File: src/rtl/pixel_pkg.sv
// -----------------------------------------------------------------------------
// pixel_pkg
// Shared definitions for the pixel SRAM word format and the raster address
// layout. The SRAM init stage packs words with pack_coords(); the frame-scan
// reader unpacks them with decode_word(), so both sides agree on bit positions.
//
// Contents:
//   DEF_WIDTH / DEF_HEIGHT   default frame geometry
//   Address layout           {y[Y_BITS-1:0], x[X_BITS-1:0]}, y starts at Y_LSB
//   Word layout              bit 15 done flag, 14:7 x field, 6:0 y field
//   pixel_word_t             raw 16-bit SRAM word
//   pixel_result_t           decoded {done, count, x, y}
// -----------------------------------------------------------------------------
package pixel_pkg;

  localparam int DEF_WIDTH  = 800;
  localparam int DEF_HEIGHT = 480;

  localparam int ADDR_W = 19;
  localparam int Y_LSB  = 10;
  localparam int X_BITS = 10;
  localparam int Y_BITS = ADDR_W - Y_LSB;

  localparam int WORD_W      = 16;
  localparam int DONE_BIT    = 15;
  localparam int X_FIELD_MSB = 14;
  localparam int X_FIELD_LSB = 7;
  localparam int Y_FIELD_MSB = 6;
  localparam int Y_FIELD_LSB = 0;
  localparam int X_FIELD_W   = X_FIELD_MSB - X_FIELD_LSB + 1;
  localparam int Y_FIELD_W   = Y_FIELD_MSB - Y_FIELD_LSB + 1;

  localparam int COORD_W = 18;
  localparam int COUNT_W = 15;

  typedef struct packed {
    logic                 done;
    logic [X_FIELD_W-1:0] xf;
    logic [Y_FIELD_W-1:0] yf;
  } pixel_word_t;

  typedef struct packed {
    logic               done;
    logic [COUNT_W-1:0] count;
    logic [COORD_W-1:0] x;
    logic [COORD_W-1:0] y;
  } pixel_result_t;

  // The coordinate fields hold the top bits of an 18-bit two's complement
  // value, so the sign lands in bit 17 and the dropped low bits read as zero.
  function automatic pixel_result_t decode_word(input pixel_word_t w);
    logic [WORD_W-1:0] b;
    pixel_result_t     r;
    b       = w;
    r.done  = b[DONE_BIT];
    r.count = b[COUNT_W-1:0];
    r.x     = {b[X_FIELD_MSB:X_FIELD_LSB], {(COORD_W - X_FIELD_W){1'b0}}};
    r.y     = {b[Y_FIELD_MSB:Y_FIELD_LSB], {(COORD_W - Y_FIELD_W){1'b0}}};
    return r;
  endfunction

  // Packing used by the init stage: keeps only the coordinate MSBs.
  function automatic pixel_word_t pack_coords(input logic [COORD_W-1:0] x,
                                              input logic [COORD_W-1:0] y);
    pixel_word_t w;
    w.done = 1'b0;
    w.xf   = x[COORD_W-1 -: X_FIELD_W];
    w.yf   = y[COORD_W-1 -: Y_FIELD_W];
    return w;
  endfunction

endpackage

File: src/rtl/pixel_fifo.sv
// -----------------------------------------------------------------------------
// pixel_fifo
// Synchronous FIFO with simultaneous push/pop and an occupancy count.
// DEPTH must be a power of two so the pointers wrap naturally.
//
// Ports:
//   i_Clk, i_Rst_n   clock, asynchronous active-low reset
//   i_Push, i_Data   write strobe / data (ignored when full)
//   i_Pop            read strobe (ignored when empty)
//   o_Data           head entry (valid when o_Empty = 0)
//   o_Empty          no entries stored
//   o_Count          number of stored entries
// -----------------------------------------------------------------------------
module pixel_fifo #(
  parameter int DW    = 35,
  parameter int DEPTH = 4
) (
  input  logic                       i_Clk,
  input  logic                       i_Rst_n,
  input  logic                       i_Push,
  input  logic [DW-1:0]              i_Data,
  input  logic                       i_Pop,
  output logic [DW-1:0]              o_Data,
  output logic                       o_Empty,
  output logic [$clog2(DEPTH):0]     o_Count
);

  localparam int AW = $clog2(DEPTH);

  logic [DW-1:0] mem_q [DEPTH];
  logic [AW-1:0] wr_ptr_q, wr_ptr_d;
  logic [AW-1:0] rd_ptr_q, rd_ptr_d;
  logic [AW:0]   count_q, count_d;
  logic          push_ok, pop_ok;

  assign push_ok = i_Push & (count_q != (AW+1)'(DEPTH));
  assign pop_ok  = i_Pop & (count_q != '0);

  always_comb begin
    wr_ptr_d = wr_ptr_q;
    rd_ptr_d = rd_ptr_q;
    count_d  = count_q;
    if (push_ok) wr_ptr_d = wr_ptr_q + 1'b1;
    if (pop_ok)  rd_ptr_d = rd_ptr_q + 1'b1;
    // Push and pop together leave the count unchanged.
    if (push_ok && !pop_ok)      count_d = count_q + 1'b1;
    else if (!push_ok && pop_ok) count_d = count_q - 1'b1;
  end

  always_ff @(posedge i_Clk or negedge i_Rst_n) begin
    if (!i_Rst_n) begin
      wr_ptr_q <= '0;
      rd_ptr_q <= '0;
      count_q  <= '0;
    end else begin
      wr_ptr_q <= wr_ptr_d;
      rd_ptr_q <= rd_ptr_d;
      count_q  <= count_d;
    end
  end

  // Storage carries no reset; emptiness is tracked by the count alone.
  always_ff @(posedge i_Clk) begin
    if (push_ok) mem_q[wr_ptr_q] <= i_Data;
  end

  assign o_Data  = mem_q[rd_ptr_q];
  assign o_Empty = (count_q == '0);
  assign o_Count = count_q;

endmodule

File: src/rtl/sram_pixel_reader.sv
// -----------------------------------------------------------------------------
// sram_pixel_reader
// Walks every pixel address of a frame in raster order, issues pipelined SRAM
// reads, decodes each returned word and streams {address, decoded word} to the
// iteration engine over valid/ready.
//
// Ports:
//   i_Clk, i_Rst_n     clock, asynchronous active-low reset
//   i_Start            one-cycle pulse, starts a frame scan when idle
//   o_Busy             frame in progress (low in the o_Frame_Done cycle)
//   o_Rd_En/o_Rd_Addr  SRAM read strobe and address {y, x}
//   i_Rd_Data          SRAM data, RD_LAT cycles after the strobe
//   o_Valid/i_Ready    result handshake
//   o_Addr             pixel address of the result
//   o_Done/o_Count     finished flag and iteration count
//   o_X/o_Y            signed 18-bit start coordinates
//   o_Frame_Done       pulse when the last result has been accepted
// -----------------------------------------------------------------------------
module sram_pixel_reader
  import pixel_pkg::*;
#(
  parameter int WIDTH      = DEF_WIDTH,
  parameter int HEIGHT     = DEF_HEIGHT,
  parameter int RD_LAT     = 2,
  parameter int FIFO_DEPTH = 4
) (
  input  logic        i_Clk,
  input  logic        i_Rst_n,
  input  logic        i_Start,
  output logic        o_Busy,
  output logic        o_Rd_En,
  output logic [18:0] o_Rd_Addr,
  input  logic [15:0] i_Rd_Data,
  output logic        o_Valid,
  input  logic        i_Ready,
  output logic [18:0] o_Addr,
  output logic        o_Done,
  output logic [14:0] o_Count,
  output logic [17:0] o_X,
  output logic [17:0] o_Y,
  output logic        o_Frame_Done
);

  localparam int AW = $clog2(FIFO_DEPTH);
  localparam int CW = AW + 2;
  localparam int FW = ADDR_W + WORD_W;

  localparam logic [1:0] S_IDLE  = 2'd0;
  localparam logic [1:0] S_SCAN  = 2'd1;
  localparam logic [1:0] S_DRAIN = 2'd2;

  localparam logic [X_BITS-1:0] X_LAST = X_BITS'(WIDTH - 1);
  localparam logic [Y_BITS-1:0] Y_LAST = Y_BITS'(HEIGHT - 1);

  logic [1:0]        state_q, state_d;
  logic [X_BITS-1:0] x_q, x_d;
  logic [Y_BITS-1:0] y_q, y_d;
  logic [CW-1:0]     inflight_q, inflight_d;
  logic [RD_LAT-1:0] dly_vld_q;
  logic [ADDR_W-1:0] dly_addr_q [RD_LAT];

  logic              rd_en, last_addr, frame_done;
  logic              push, pop, fifo_empty;
  logic [AW:0]       fifo_count;
  logic [FW-1:0]     fifo_head;
  logic [CW-1:0]     occupancy;
  logic [ADDR_W-1:0] rd_addr;
  pixel_result_t     res;

  // Credit check: every issued read already owns a FIFO slot, and a slot being
  // popped this cycle can be reused immediately.
  assign pop       = ~fifo_empty & i_Ready;
  assign push      = dly_vld_q[RD_LAT-1];
  assign occupancy = inflight_q + CW'(fifo_count) - CW'(pop);
  assign rd_en     = (state_q == S_SCAN) && (occupancy < CW'(FIFO_DEPTH));
  assign last_addr = (x_q == X_LAST) && (y_q == Y_LAST);
  assign frame_done = (state_q == S_DRAIN) && (inflight_q == '0) && fifo_empty;

  assign rd_addr[ADDR_W-1:Y_LSB] = y_q;
  assign rd_addr[Y_LSB-1:0]      = x_q;

  always_comb begin
    state_d    = state_q;
    x_d        = x_q;
    y_d        = y_q;
    inflight_d = inflight_q + CW'(rd_en) - CW'(push);
    case (state_q)
      S_IDLE: begin
        if (i_Start) begin
          state_d = S_SCAN;
          x_d     = '0;
          y_d     = '0;
        end
      end
      S_SCAN: begin
        if (rd_en) begin
          if (x_q == X_LAST) begin
            x_d = '0;
            y_d = last_addr ? '0 : y_q + 1'b1;
          end else begin
            x_d = x_q + 1'b1;
          end
          if (last_addr) state_d = S_DRAIN;
        end
      end
      S_DRAIN: begin
        if (frame_done) state_d = S_IDLE;
      end
      default: state_d = S_IDLE;
    endcase
  end

  always_ff @(posedge i_Clk or negedge i_Rst_n) begin
    if (!i_Rst_n) begin
      state_q    <= S_IDLE;
      x_q        <= '0;
      y_q        <= '0;
      inflight_q <= '0;
    end else begin
      state_q    <= state_d;
      x_q        <= x_d;
      y_q        <= y_d;
      inflight_q <= inflight_d;
    end
  end

  // Read-latency delay line: clearing the strobes on reset drops any read
  // still in flight, so its returning data is never pushed.
  always_ff @(posedge i_Clk or negedge i_Rst_n) begin
    if (!i_Rst_n) begin
      dly_vld_q <= '0;
    end else begin
      dly_vld_q[0] <= rd_en;
      for (int i = 1; i < RD_LAT; i++) dly_vld_q[i] <= dly_vld_q[i-1];
    end
  end

  always_ff @(posedge i_Clk) begin
    dly_addr_q[0] <= rd_addr;
    for (int i = 1; i < RD_LAT; i++) dly_addr_q[i] <= dly_addr_q[i-1];
  end

  pixel_fifo #(
    .DW    (FW),
    .DEPTH (FIFO_DEPTH)
  ) u_fifo (
    .i_Clk   (i_Clk),
    .i_Rst_n (i_Rst_n),
    .i_Push  (push),
    .i_Data  ({dly_addr_q[RD_LAT-1], i_Rd_Data}),
    .i_Pop   (pop),
    .o_Data  (fifo_head),
    .o_Empty (fifo_empty),
    .o_Count (fifo_count)
  );

  assign res = decode_word(pixel_word_t'(fifo_head[WORD_W-1:0]));

  assign o_Busy       = (state_q != S_IDLE) & ~frame_done;
  assign o_Rd_En      = rd_en;
  assign o_Rd_Addr    = rd_addr;
  assign o_Frame_Done = frame_done;
  assign o_Valid      = ~fifo_empty;

  // Result fields are forced to zero when nothing is held, so stale FIFO
  // storage never reaches the outputs (including right after reset).
  assign o_Addr  = fifo_empty ? '0 : fifo_head[FW-1:WORD_W];
  assign o_Done  = fifo_empty ? 1'b0 : res.done;
  assign o_Count = fifo_empty ? '0 : res.count;
  assign o_X     = fifo_empty ? '0 : res.x;
  assign o_Y     = fifo_empty ? '0 : res.y;

endmodule

File: config.mk
export PLATFORM = sky130hd
export DESIGN_NAME = sram_pixel_reader
export DESIGN_NICKNAME = d
export VERILOG_FILES = /design/src/rtl/pixel_pkg.sv /design/src/rtl/pixel_fifo.sv /design/src/rtl/sram_pixel_reader.sv
export SDC_FILE = /design/constraint.sdc
export NUM_CORES = 1
export LEC_CHECK = 0
export ABC_AREA = 0
export BUFFER_PORTS_ARGS = -buffer_cell sky130_fd_sc_hd__buf_4
export CAP_MARGIN = 10
export CORE_MARGIN = 5
export CORE_UTILIZATION = 43
export DETAILED_ROUTE_END_ITERATION = 16
export SYNTH_ARGS = -nofsm -noshare
export SYNTH_HDL_FRONTEND = slang
export SYNTH_HIERARCHICAL = 1
export SYNTH_SLANG_ARGS = --single-unit
File: constraint.sdc
create_clock -name i_Clk -period 8.2 [get_ports i_Clk]
set_input_delay 0.41 -clock i_Clk [delete_from_list [all_inputs] [get_ports i_Clk]]
set_output_delay 0.41 -clock i_Clk [all_outputs]
set_load 0.005 [all_outputs]
## After elaboration in Yosys (flattened, before gate mapping)

Memories as Yosys holds them, arrays and structs flattened.
Index checks and enable logic that the tools add are counted.

- Memory bits (writable): 178
- Bits of input ports: 20
- Memories: 2
- Word-level logic and storage cells: 78
- Output and inout bits: 94
- Register bits: 34

Memories:

| name | words | width | read ports | clocked after memory_dff | wr ports | line | text |
|---|---|---|---|---|---|---|---|
| u_fifo.mem_q | 4 | 35 | 1 | 0 | 1 | pixel_fifo.sv:30 | `logic [DW-1:0] mem_q [DEPTH];` |
| dly_addr_q | 2 | 19 | 2 | 0 | 2 | sram_pixel_reader.sv:60 | `logic [ADDR_W-1:0] dly_addr_q [RD_LAT];` |

- Muxes and demuxes: 23
- Order comparisons: 1
- Equal/unequal tests: 10
- Bitwise logic cells: 6
- Add/subtract/negate cells: 10
- Reductions and logical operators: 18

Operators by type and width:

| cell | count |
|---|---|
| $mux W18 | 2 |
| $mux W9 | 4 |
| $mux W10 | 3 |
| $pmux W10 S2 | 1 |
| $mux W19 | 1 |
| $pmux W9 S2 | 1 |
| $mux W15 | 1 |
| $add A10 B1 Y10 const B | 1 |
| $eq A10 B10 Y1 const B | 1 |
| $add A9 B1 Y9 const B | 1 |
| $eq A9 B9 Y1 const B | 1 |
| $mux W2 | 4 |
| $ne A2 B2 Y1 const B | 4 |
| $reduce_and A4 Y1 | 2 |
| $sub A4 B1 Y4 | 2 |
| $logic_and A1 B1 Y1 | 6 |
| $mux W3 | 2 |
| $pmux W2 S3 | 1 |
| $reduce_bool A2 Y1 | 3 |
| $add A2 B1 Y2 const B | 2 |
| $add A4 B1 Y4 | 1 |
| $add A4 B3 Y4 | 1 |
| $and A1 B1 Y1 | 4 |
| $logic_not A4 Y1 | 1 |
| 14 further kinds | 18 |

## Depth between registers and ports, before layout

Gate-level depths: netlist (run 1).

- Depth in word-level cells: 8
- Depth in mapped cells: 17
- Depth with buffers taken out: 15

## Cells and area by module

The synthesis (run 1) kept the hierarchy.

Modules (own cells, without submodules):

| module | times used | cells each | sequential area each (um^2) | area an instance (um^2) |
|---|---|---|---|---|
| pixel_fifo | 1 | 218 | 4379.2 | 5516.5 |
| sram_pixel_reader | 1 | 297 | 1436.4 | 2950.3 |

## Worst setup path after synthesis (run 1)

No wires, ideal clock.

- Kind: reg2reg
- From: register u_fifo.count_q[0], in the netlist u_fifo/o_Count[0]
- To: register inflight_q[2]
- Cell stages (with the launch flop): 18
- Required time: 8.077 ns
- Path buffers: 2
- Arrival: 3.680 ns
- Setup time: 0.123 ns
- Path slack: 4.398 ns
- Clock period less this slack: 3.802 ns
- Cell sequence: dfrtp_1 > or3_1 > inv_1 > clkbuf_1 > clkbuf_1 > nor2b_1 > ha_1 > inv_1 > ha_1 > and3b_1 > or4_1 > nand2_1 > nand2_1 > inv_2 > ha_1 > inv_1 > fa_1 > xnor2_1

- Cells in the longest elaborated chain, start to end: 8
- Elaborated cells on any way between the ends: 9
- Those cells by class: add/sub: 4; order compare: 1; bitwise: 2; reduce/logical: 2

Ends and longest elaborated chain:

| what | line | text |
|---|---|---|
| start, declared | pixel_fifo.sv:33 | `logic [AW:0] count_q, count_d;` |
| start signal, assigned | pixel_fifo.sv:58 | `count_q <= count_d;` |
| $logic_not A3 Y1 | pixel_fifo.sv:68 | `assign o_Empty = (count_q == '0);` |
| via fifo_empty | sram_pixel_reader.sv:63 | `logic push, pop, fifo_empty;` |
| $not A1 Y1 | sram_pixel_reader.sv:72 | `assign pop = ~fifo_empty & i_Ready;` |
| $and A1 B1 Y1 | sram_pixel_reader.sv:72 |  |
| via pop | sram_pixel_reader.sv:63 |  |
| $sub A4 B1 Y4 | sram_pixel_reader.sv:74 | `assign occupancy = inflight_q + CW'(fifo_count) - CW'(pop);` |
| $lt A4 B3 Y1 | sram_pixel_reader.sv:75 | `assign rd_en = (state_q == S_SCAN) && (occupancy < CW'(FIFO_DEPTH));` |
| $logic_and A1 B1 Y1 | sram_pixel_reader.sv:75 |  |
| via o_Rd_En | sram_pixel_reader.sv:31 | `output logic o_Rd_En,` |
| $add A4 B1 Y4 | sram_pixel_reader.sv:86 | `inflight_d = inflight_q + CW'(rd_en) - CW'(push);` |
| $sub A4 B1 Y4 | sram_pixel_reader.sv:86 |  |
| via inflight_d[2] | sram_pixel_reader.sv:58 | `logic [CW-1:0] inflight_q, inflight_d;` |
| end signal, assigned | sram_pixel_reader.sv:123 | `inflight_q <= inflight_d;` |
| end, declared | sram_pixel_reader.sv:58 |  |

The timed path passes the listed nets, and every way through them passes these cells.
A chain may end at the register's enable or synchronous reset.

## Final worst setup path (run 1)

- From: register u_fifo.count_q[0], in the netlist u_fifo/o_Count[0]
- To: output port o_Rd_En

- Cells in the longest elaborated chain, start to end: 6
- Elaborated cells on any way between the ends: 7
- Those cells by class: add/sub: 2; order compare: 1; bitwise: 2; reduce/logical: 2

Ends and longest elaborated chain:

| what | line |
|---|---|
| $logic_not A3 Y1 | pixel_fifo.sv:68 |
| via fifo_empty | sram_pixel_reader.sv:63 |
| $not A1 Y1 | sram_pixel_reader.sv:72 |
| $and A1 B1 Y1 | sram_pixel_reader.sv:72 |
| via pop | sram_pixel_reader.sv:63 |
| $sub A4 B1 Y4 | sram_pixel_reader.sv:74 |
| $lt A4 B3 Y1 | sram_pixel_reader.sv:75 |
| $logic_and A1 B1 Y1 | sram_pixel_reader.sv:75 |
| end, declared | sram_pixel_reader.sv:31 |

The timed path passes the listed nets, and every way through them passes these cells.

==> results of run 1 <==
area by class of cell:
class	instances	area, um2
Timing Repair Buffer	95	716
Fill cell	1671	9470
Sequential cell	212	5820
Inverter	26	97.6
Multi-Input combinational cell	244	2230
Clock inverter	6	55.1
Clock buffer	35	682
Tap cell	265	332
layer usage:
metal / GRT usage, % / share of wire, %
met1: 19.5 / 45
met2: 23.4 / 47
met3: 3.01 / 6.8
met4: 3.84 / 1.5
met5: 0 / 0
critical path, stage by stage (launching register included):
cell     delay (ns)
dfrtp_1        0.45
or3_1          0.43
inv_1          0.09
nor2b_1        0.07
ha_1           0.20
inv_1          0.05
ha_1           0.21
and3b_1        0.17
or4_1          0.50
nand2_1        0.16
nand2_1        0.11
inv_2          0.14
buf_4          0.13
synth_stat cells (all sizes together), types with 3 or more instances:
cell type  number  area, um2
nand2          15       56.3
and2            6       37.5
and3            3       18.8
or3             3       18.8
buf            46        378
edfxtp        140       4200
o31ai          10       75.1
nand2b          6       37.5
o21ai          17       88.8
nor2b          37        231
nor2           14       52.6
xor2            4       35.0
mux4           35        815
dfrtp          34        851
xnor2           5       43.8
clkbuf          7       26.3
o22ai           3       18.8
dfxtp          38        761
nor3            3       15.0
a211oi          5       37.5
inv            26       97.6
nand3           8       40.0
ha             17        213
a31oi           4       25.0
path summary, 6_finish.rpt:
| kind | endpoint | slack, ns | cells after the start |
|---|---|---|---|
| worst max-delay path | o_Rd_En | 4.59 | 12 |
| worst min register to register | dly_addr_q[0][20]$_DFF_P_ | 0.32 | 0 |
| min in group asynchronous | y_q[3]$_DFFE_PN0P_ | 0.41 | 2 |
| max in group asynchronous | u_fifo/rd_ptr_q[1]$_DFFE_PN0P_ | 7.44 | 2 |
| worst min-delay path | u_fifo/mem_q[1][0]$_DFFE_PP_ | 0.12 | 1 |
| worst max register to register | inflight_q[1]$_DFF_PN0_ | 4.75 | 15 |
per-stage QoR:
stage                     instances  hold slack, ns  utilization [%]  setup slack (ns)
after detailed placement        841           0.312             47.3              4.76
after CTS                       883          0.0985             51.2              4.56
after floorplan                 535           0.114                -              4.40
final                           883           0.117             51.2              4.59
after global routing            883          0.0977             51.2              4.35
after global placement          841           0.311             47.3              4.85
registers in the layout, indices dropped and copies added (netlist names):
signal           flops
dly_addr_q          38
dly_vld_q            2
inflight_q           4
state_q              2
u_fifo/mem_q       140
u_fifo/o_Count       3
u_fifo/rd_ptr_q      2
u_fifo/wr_ptr_q      2
x_q                 10
y_q                  9
cells by family after synthesis:
kind of cell	after synthesis	share of synthesized area (%)
AOI/OAI and AO/OA	52	4.18
xor gates and xnor gates	10	1.21
adders and majority gates	19	2.99
buffers and inverters	79	5.93
DFF	212	68.7
muxes	37	9.89
other	1	0.0443
and+or+nand+nor	105	7.08
power groups by stage:
| stage | combinational (mW) | clock (mW) | sequential (mW) |
|---|---|---|---|
| 2_1_floorplan | 0.0240 | 0 | 1.21 |
| 3_3_place_gp | 0.0455 | 0 | 1.22 |
| 3_5_place_dp | 0.0476 | 0 | 1.22 |
| 4_1_cts | 0.0483 | 1.01 | 1.20 |
| 5_1_grt | 0.0548 | 1.06 | 1.20 |
| 6_report | 0.0477 | 0.983 | 1.20 |
==> results.py, run 1 <==
metrics = {
    "outcome": {
        "status": "finished, final reports clean",
    },
    "layout": {
        "final_common_cell": "edfxtp_1",
        "final_cell_mix": "edfxtp_1 (140), buf_4 (94), dfxtp_1 (38), nor2b_1 (37), dfrtp_1 (32)",
        "final_area_um2": 9930,
        "finalNetCount": 641,
        "n_antenna_cell": 0,
        "drive_gt1_share_pct": 27.3,
        "synthToLayoutAreaGrowth_pct": 17.3,
    },
    "pwr": {
        "p_seq_share_pct": 53.7,
        "pwr-share-clk_pct": 44.1,
        "switching_share_pct": 19.4,
        "p_total_mw": 2.23,
        "cell_internal_pwr_mw": 1.79,
        "combPwrFrac_pct": 2.1,
        "ir_worst_vdd_uv": 119,
        "leakage_nw": 3.87,
        "p_per_area_nw_per_um2": 224,
        "power_switching_uw": 433,
    },
    "die": {
        "die-height_um": 150,
        "num_rows": 51,
        "fp.dieArea_um2": 22600,
        "die_w_um": 150,
        "start_util_pct": 43.6,
        "core_area_um2": 19400,
        "io-pin-count": 114,
    },
    "cts": {
        "post_cts.repair.setup_buffers": 0,
        "cts_root_buffer": "clkbuf_16",
        "cts_resized": 0,
        "htreeDepth": 1,
        "cts_sinks": 212,
        "hold_buffers": 1,
        "cts.reportedPaths.clkPinSlew_ns": 0.06,
        "numCtsBuffers": 23,
        "tritoncts": "yes",
        "clkLatencyLatePin_ns": 0.49,
        "clockBufferDepth": 3,
    },
    "sta": {
        "slew_headroom_pct": 31.0,
        "rsz0062_at_grt": "no",
        "fmax_ghz": 0.277,
        "setup_viol_count_final": 0,
        "worst_pin_slew_ns": 1.04,
        "period_needed_ns": 3.61,
        "fin_crit_sh_pct": 44.1,
        "drv_slew": 0,
        "timing.setup.tns_ns": 0,
        "finalHoldViolations": 0,
        "finClkSkew_ns": 0.00511,
    },
    "worst_setup_path": {
        "path_max_fanout": 6,
        "crit_arrival_ns": 3.20,
        "cp-end-kind": "primary output",
        "critPathKind": "reg -> out",
        "rr_startpoint": "u_fifo/o_Count[0]$_DFFE_PN0P_",
        "startpoint_type": "flop",
        "cp_data_required_time_ns": 7.79,
        "crit_start": "u_fifo/o_Count[0]$_DFFE_PN0P_",
    },
    "logic_synthesis": {
        "netlist_area_um2": 8470,
        "synthFlopType": "edfxtp_1",
        "syn_inst": 515,
        "synth-seq-area-share_pct": 68.7,
        "async_flop_share_pct": 16.0,
        "ys_warn_count": 6,
        "synth_seq_cells": 212,
        "yosysUniqueCellTypes": 55,
        "synth_edf_count": 140,
        "avgSynthCellArea_um2": 16.4,
    },
    "detailed_routing": {
        "totalWireLength_um": 15600,
        "drc_errors": 0,
        "via_per_inst": 5.01,
        "drt_iter0_markers": 234,
        "routedWlPerCell_um": 17.7,
        "firstDrtPassIters": 5,
        "final_antenna_net_count": 0,
        "via_count": 4425,
    },
    "min_path": {
        "hold_start": "i_Rd_Data[0]",
        "hold_class": "in -> reg",
    },
    "place": {
        "postPlaceCellArea_um2": 9180,
        "gp_congestion": 0.801,
        "dp_hpwl_um": 9650,
        "io_buffers": 92,
    },
    "global_routing": {
        "grt-ovfl-total": 0,
        "grt_usage_pct": 14.3,
        "grt_pass1_wl_um": 25500,
        "grt_pass1_vias": 4713,
        "antenna_found_initial": 0,
        "grt_max_degree": 37,
    },
    "run": {
        "cap_violations": 0,
    },
}
No activity file was read; power rests on OpenSTA's default activity.
==> run 2, diff against run 1 <==
--- a/config.mk
+++ b/config.mk
@@ -5,7 +5,7 @@
 export SDC_FILE = /design/constraint.sdc
 export NUM_CORES = 1
 export LEC_CHECK = 0
-export ABC_AREA = 0
+export ABC_AREA = 1
 export BUFFER_PORTS_ARGS = -buffer_cell sky130_fd_sc_hd__buf_4
 export CAP_MARGIN = 10
 export CORE_MARGIN = 5
==> constraint.sdc (replaced) <==
create_clock -name i_Clk -period 3.26 [get_ports i_Clk]
set_input_delay 0.163 -clock i_Clk [delete_from_list [all_inputs] [get_ports i_Clk]]
set_output_delay 0.163 -clock i_Clk [all_outputs]
set_load 0.005 [all_outputs]
==> results.py, run 2 <==
metrics = {
    "detailed_routing": {
        "via_count": 5847,
        "final_antenna_net_count": 0,
        "totalWireLength_um": 17600,
        "route.met2.wl_um": 8340,
        "dr_wl_met3_um": 1010,
        "maxUsedRoutingLayer": "met4",
        "drt_iter0_markers": 208,
        "routedWlPerCell_um": 13.9,
        "drc_errors": 0,
        "firstDrtPassIters": 5,
        "via_per_inst": 4.60,
        "wl_met1_um": 7980,
    },
    "global_routing": {
        "grt-ovfl-total": 0,
        "antenna_found_initial": 0,
        "grt_pass1_wl_um": 28800,
        "grt_max_degree": 73,
        "grt_pass1_vias": 5597,
        "grt_usage_pct": 14.3,
    },
    "place": {
        "dp_hpwl_um": 11200,
        "gp_congestion": 0.789,
        "postPlaceCellArea_um2": 10100,
        "io_buffers": 92,
        "post-place-ws_ns": 0.300,
    },
    "pwr": {
        "ir_worst_vdd_uv": 399,
        "leakage_nw": 5.06,
        "p_total_mw": 8.23,
        "p_per_area_nw_per_um2": 743,
    },
    "worst_setup_path": {
        "critPathTopFamily": "adder cells",
        "cp-end-kind": "flop",
        "cp_data_required_time_ns": 3.65,
        "cpMostUsedCell": "inv_1",
        "slowest_delay_ns": 0.47,
        "crit_arrival_ns": 3.35,
        "path_max_fanout": 5,
        "path_cells": "inv_1 -> nand3_1 -> inv_1 -> nor2_1 -> ha_1 -> inv_1 -> ha_1 -> nand2_1 -> inv_1 -> nand2_1 -> nand2_1 -> nand2_1 -> nand3_2 -> nor2_1 -> ha_1 -> inv_1 -> fa_1 -> inv_1",
        "crit_buf_inv": 6,
        "cp_slowest_cell": "fa_1",
        "critPathKind": "reg -> reg",
        "regToRegSetupSlack_ns": 0.30,
        "startpoint_type": "flop",
    },
    "logic_synthesis": {
        "synth_compound_area_share_pct": 6.82,
        "synth_seq_cells": 212,
        "synth_top_family_by_area": "simple AND/OR/NAND/NOR gates",
        "synth_edf_count": 140,
        "syn_inst": 884,
        "yosys.area.top_type": "edfxtp_1",
        "synthFlopType": "edfxtp_1",
        "yosys.area_share.simple_pct": 15.2,
        "ys_warn_count": 6,
        "yosysMostFrequentCell": "nand2_1",
        "synth.area.top_cells": "edfxtp_1 (45%), dfrtp_1 (9.1%), dfxtp_1 (8.2%)",
        "netlist_area_um2": 9330,
        "async_flop_share_pct": 16.0,
        "synth_xor_xnor_area_share_pct": 1.03,
        "avgSynthCellArea_um2": 10.6,
        "yosysUniqueCellTypes": 33,
        "synth_fa_ha_area_share_pct": 2.71,
        "synth-seq-area-share_pct": 62.4,
        "synth.area.mux_share_pct": 0,
        "yosys.area.top_type_share_pct": 45.1,
        "synth_commonest_cells": "nand2_1 (195), inv_1 (161), edfxtp_1 (140)",
    },
    "layout": {
        "final_cell_mix": "nand2_1 (195), inv_1 (161), edfxtp_1 (140), buf_4 (97), nor2_1 (67)",
        "reg_top3": "u_fifo/mem_q (140), dly_addr_q (38), x_q (10)",
        "final_area_um2": 11100,
        "synthToLayoutAreaGrowth_pct": 18.8,
        "largest_reg_flops": 140,
        "final_common_cell": "nand2_1",
        "finalNetCount": 1018,
        "drive_gt1_share_pct": 16.9,
        "n_antenna_cell": 0,
        "n_fill_cell": 1895,
        "final_util_pct": 52.2,
        "largest_register": "u_fifo/mem_q",
    },
    "cts": {
        "clkLatencyLatePin_ns": 0.49,
        "numCtsBuffers": 22,
        "cts.reportedPaths.clkPinSlew_ns": 0.06,
        "cts_root_buffer": "clkbuf_16",
        "clockBufferDepth": 3,
        "tritoncts": "yes",
        "cts_sinks": 212,
        "htreeDepth": 1,
    },
    "sta": {
        "slew_headroom_pct": 46.0,
        "setup_viol_count_final": 0,
        "setup_slack_ns": 0.297,
        "drv_slew": 0,
        "rsz0062_at_grt": "no",
        "fin_crit_sh_pct": 90.9,
        "finClkSkew_ns": 0.00722,
        "period_needed_ns": 2.96,
        "finalHoldViolations": 0,
        "fmax_ghz": 0.337,
        "timing.setup.tns_ns": 0,
        "worst_pin_slew_ns": 0.809,
    },
    "die": {
        "num_rows": 53,
        "die_w_um": 157,
        "start_util_pct": 44.0,
        "die-height_um": 157,
        "fp.dieArea_um2": 24700,
        "io-pin-count": 114,
        "core_area_um2": 21200,
    },
    "run": {
        "cap_violations": 0,
    },
    "min_path": {
        "hold_class": "in -> reg",
    },
    "outcome": {
        "status": "finished, final reports clean",
    },
}
run 2: changes by cell type in the layout (fill, tap and decap cells not counted), moves of 11 or more:
| cell | delta |
|---|---|
| o211ai_1 | +59 |
| inv_1 | +136 |
| o21ai_0 | -11 |
| nor2_1 | +53 |
| dlygate4sd3_1 | +17 |
| mux4_2 | -28 |
| nand4_1 | +17 |
| nor2b_1 | -37 |
| nand2_1 | +180 |
| nand3_1 | +20 |
run 2: area by class of cell:
type,instances,area [um2],area share (%)
inverter,168,636,5.74
clock buffer,30,622,5.61
sequential,212,5820,52.5
multi-input combinational,458,2510,22.7
timing repair buffer,117,948,8.56
tap,275,344,3.11
clock inverter,10,201,1.82
run 2: worst reg2reg max path, stage by stage (launching register included):
cell	delay (ns)
dfrtp_1	0.41
inv_1	0.09
nand3_1	0.17
inv_1	0.07
nor2_1	0.22
ha_1	0.19
inv_1	0.04
ha_1	0.29
nand2_1	0.07
inv_1	0.04
nand2_1	0.09
nand2_1	0.06
nand2_1	0.07
nand3_2	0.12
nor2_1	0.19
ha_1	0.19
inv_1	0.05
fa_1	0.47
inv_1	0.04
run 2: worst paths after layout:
check / from / endpoint / cells past startpoint
min in group asynchronous: i_Rst_n / y_q[1]$_DFFE_PN0P_ / 2
max: u_fifo/o_Count[1]$_DFFE_PN0P_ / inflight_q[1]$_DFF_PN0_ / 18
min: i_Ready / u_fifo/rd_ptr_q[0]$_DFFE_PN0P_ / 5
max in group asynchronous: i_Rst_n / u_fifo/o_Count[1]$_DFFE_PN0P_ / 2
min reg2reg: dly_addr_q[0][0]$_DFF_P_ / dly_addr_q[0][19]$_DFF_P_ / 0
max reg2reg: u_fifo/o_Count[1]$_DFFE_PN0P_ / inflight_q[1]$_DFF_PN0_ / 18
run 2: routing by layer:
layer  vias up  GRT usage (%)
met2       148           23.9
met3        22           2.23
met5         -              0
li1       3017              -
met4         0           2.95
met1      2660           20.1
run 2: cells by family (layout without fill, tap and decap cells):
family / Yosys count / count (layout)
AND/OR/NAND/NOR: 327 / 327
buffers and inverters: 234 / 325
flip-flops: 212 / 212
AO/OA/AOI/OAI: 80 / 80
adder cells (fa/ha/maj): 19 / 19
XOR/XNOR: 11 / 11
other: 1 / 21
run 2: timing repair:
action,in CTS,in global routing
setup buffers,0,0
endpoints found under the hold margin,99,0
hold buffers,18,0
resized for setup,0,0
run 2: per-stage QoR:
step / instances / hold WS [ns]
6_report: 1270 / 0.0955
5_1_grt: 1270 / 0.106
3_5_place_dp: 1212 / 0.149
3_3_place_gp: 1212 / 0.145
2_1_floorplan: 904 / -0.133
4_1_cts: 1270 / 0.0642
run 2: power by group:
part	leakage, nW	switching (mW)	internal, mW
clock	0.398	0.954	1.81
sequential	2.13	0.0376	2.88
combinational	2.53	1.42	1.12
total	5.06	2.41	5.82
==> run 3, diff against run 2 <==
--- a/config.mk
+++ b/config.mk
@@ -11,6 +11,7 @@
 export CORE_MARGIN = 5
 export CORE_UTILIZATION = 43
 export DETAILED_ROUTE_END_ITERATION = 16
+export REMOVE_ABC_BUFFERS = 1
 export SYNTH_ARGS = -nofsm -noshare
 export SYNTH_HDL_FRONTEND = slang
 export SYNTH_HIERARCHICAL = 1
==> results.py, run 3 (synthesis results as in run 2) <==
metrics = {
    "outcome": {
        "status": "finished, final reports clean",
    },
    "cts": {
        "clkLatencyLatePin_ns": 0.50,
        "post_cts.repair.setup_buffers": 0,
        "cts_root_buffer": "clkbuf_16",
        "cts.reportedPaths.clkPinSlew_ns": 0.06,
        "htreeDepth": 1,
        "tritoncts": "yes",
        "numCtsBuffers": 23,
        "cts_sinks": 212,
        "clockBufferDepth": 3,
    },
    "worst_setup_path": {
        "slowest_delay_ns": 0.44,
        "r2r-end": "inflight_q[2]$_DFF_PN0_",
        "path_cells": "inv_2 -> nand3_1 -> inv_1 -> nor2_1 -> ha_1 -> inv_1 -> ha_1 -> nand2_1 -> inv_1 -> nand2_1 -> nand2_1 -> nand2_1 -> nand3_2 -> nor2_1 -> buf_4 -> buf_4",
        "rr_startpoint": "u_fifo/o_Count[0]$_DFFE_PN0P_",
        "cp-end-kind": "primary output",
        "rr_worst_depth": 18,
        "critPathTopFamily": "simple AND/OR/NAND/NOR gates",
        "cp_slowest_cell": "dfrtp_1",
        "cpMostUsedCell": "nand2_1",
        "path_max_fanout": 5,
        "crit_buf_inv": 6,
        "crit_arrival_ns": 2.81,
        "startpoint_type": "flop",
        "regToRegSetupSlack_ns": 0.34,
        "critPathKind": "reg -> out",
        "cp_data_required_time_ns": 3.10,
    },
    "detailed_routing": {
        "final_antenna_net_count": 0,
        "drt_iter0_markers": 277,
        "via_count": 5849,
        "firstDrtPassIters": 4,
        "routedWlPerCell_um": 13.6,
        "totalWireLength_um": 17300,
        "drc_errors": 0,
        "via_per_inst": 4.58,
    },
    "global_routing": {
        "grt_pass1_vias": 5756,
        "antenna_found_initial": 0,
        "grt-ovfl-total": 0,
        "grt_max_degree": 79,
        "grt_usage_pct": 14.4,
        "grt_pass1_wl_um": 28600,
    },
    "sta": {
        "worst_pin_slew_ns": 0.818,
        "drv_slew": 0,
        "setup_viol_count_final": 0,
        "finalHoldViolations": 0,
        "fmax_ghz": 0.336,
        "period_needed_ns": 2.98,
        "rsz0062_at_grt": "no",
        "finClkSkew_ns": 0.0120,
        "fin_crit_sh_pct": 91.3,
        "slew_headroom_pct": 45.4,
    },
    "run": {
        "cap_violations": 0,
    },
    "layout": {
        "final_util_pct": 51.8,
        "synthToLayoutAreaGrowth_pct": 17.9,
        "reg_top3": "u_fifo/mem_q (140), dly_addr_q (38), x_q (10)",
        "final_common_cell": "nand2_1",
        "largest_reg_flops": 140,
        "largest_register": "u_fifo/mem_q",
        "finalNetCount": 1023,
        "drive_gt1_share_pct": 17.2,
        "final_cell_mix": "nand2_1 (195), inv_1 (161), edfxtp_1 (140), buf_4 (102), nor2_1 (67)",
        "n_antenna_cell": 0,
    },
    "die": {
        "core_area_um2": 21200,
        "io-pin-count": 114,
        "die_w_um": 157,
        "die-height_um": 157,
        "fp.dieArea_um2": 24700,
        "start_util_pct": 44.0,
        "num_rows": 53,
    },
    "min_path": {
        "hold_class": "in -> reg",
        "hold_start": "i_Ready",
        "whs_endpoint": "u_fifo/rd_ptr_q[0]$_DFFE_PN0P_",
        "hold_depth": 5,
    },
    "place": {
        "dp_hpwl_um": 10700,
        "io_buffers": 92,
        "gp_congestion": 0.786,
    },
    "pwr": {
        "ir_worst_vdd_uv": 351,
        "p_per_area_nw_per_um2": 718,
        "p_total_mw": 7.90,
        "leakage_nw": 5.03,
    },
}
-- run 3: cell type report --
cell class,instances,area (um2)
fillers,1883,10200
flip-flops and latches,212,5820
multi-input cells,458,2510
repair buffers,121,966
clock buffers,36,688
inverters,168,636
well taps,275,344
clock inverters,6,37.5
-- run 3: worst reg2reg max path: stages (launching register included) --
cell and delay, ns:
dfrtp_1 0.44, inv_2 0.06, nand3_1 0.17, inv_1 0.08
nor2_1 0.23, ha_1 0.20, inv_1 0.04, ha_1 0.28
nand2_1 0.06, inv_1 0.04, nand2_1 0.09, nand2_1 0.05
nand2_1 0.07, nand3_2 0.11, nor2_1 0.15, ha_1 0.19
inv_1 0.06, fa_1 0.37, xnor2_1 0.13
-- run 3: report_power, final --
group	internal [mW]	switching [mW]
clock network	1.46	0.984
registers	2.88	0.0362
logic	1.13	1.41
total	5.47	2.43
-- run 3: layer usage --
metal  vias to the layer above  wire length (um)  GRT usage [%]
li1                       3015                 -              -
met1                      2692              7720           18.7
met2                       126              8410           24.9
met3                        16              1010           2.83
met4                         0               196           3.40
met5                         -                 0              0
-- run 3: repair_timing --
| item | in CTS | in global routing |
|---|---|---|
| gates resized for setup | 0 | 0 |
| hold endpoints to repair | 99 | 0 |
| hold buffers | 18 | 0 |
-- run 3: how the worst max path moves through the flow --
| stage | slack (ns) | cells past startpoint | from | end |
|---|---|---|---|---|
| after CTS | 0.27 | 16 | u_fifo/o_Count[1]$_DFFE_PN0P_ | o_Rd_En |
| after global routing | 0.01 | 16 | u_fifo/o_Count[1]$_DFFE_PN0P_ | o_Rd_En |
| after floorplan | -0.06 | 18 | u_fifo/o_Count[1]$_DFFE_PN0P_ | inflight_q[2]$_DFF_PN0_ |
| after global placement | 0.47 | 18 | u_fifo/o_Count[0]$_DFFE_PN0P_ | inflight_q[2]$_DFF_PN0_ |
| final | 0.28 | 16 | u_fifo/o_Count[0]$_DFFE_PN0P_ | o_Rd_En |
| after detailed placement | 0.34 | 18 | u_fifo/o_Count[0]$_DFFE_PN0P_ | inflight_q[2]$_DFF_PN0_ |
-- run 3: through the flow --
step	worst slack, ns	std cells	TNS, ns	area (um2)	hold WS, ns
after global routing	0.0107	1276	0	11000	0.177
after floorplan	-0.0600	838	-0.119	8930	-0.133
after global placement	0.474	1216	0	10100	0.148
after CTS	0.268	1276	0	11000	0.121
final	0.284	1276	0	11000	0.130
after detailed placement	0.345	1216	0	10100	0.153
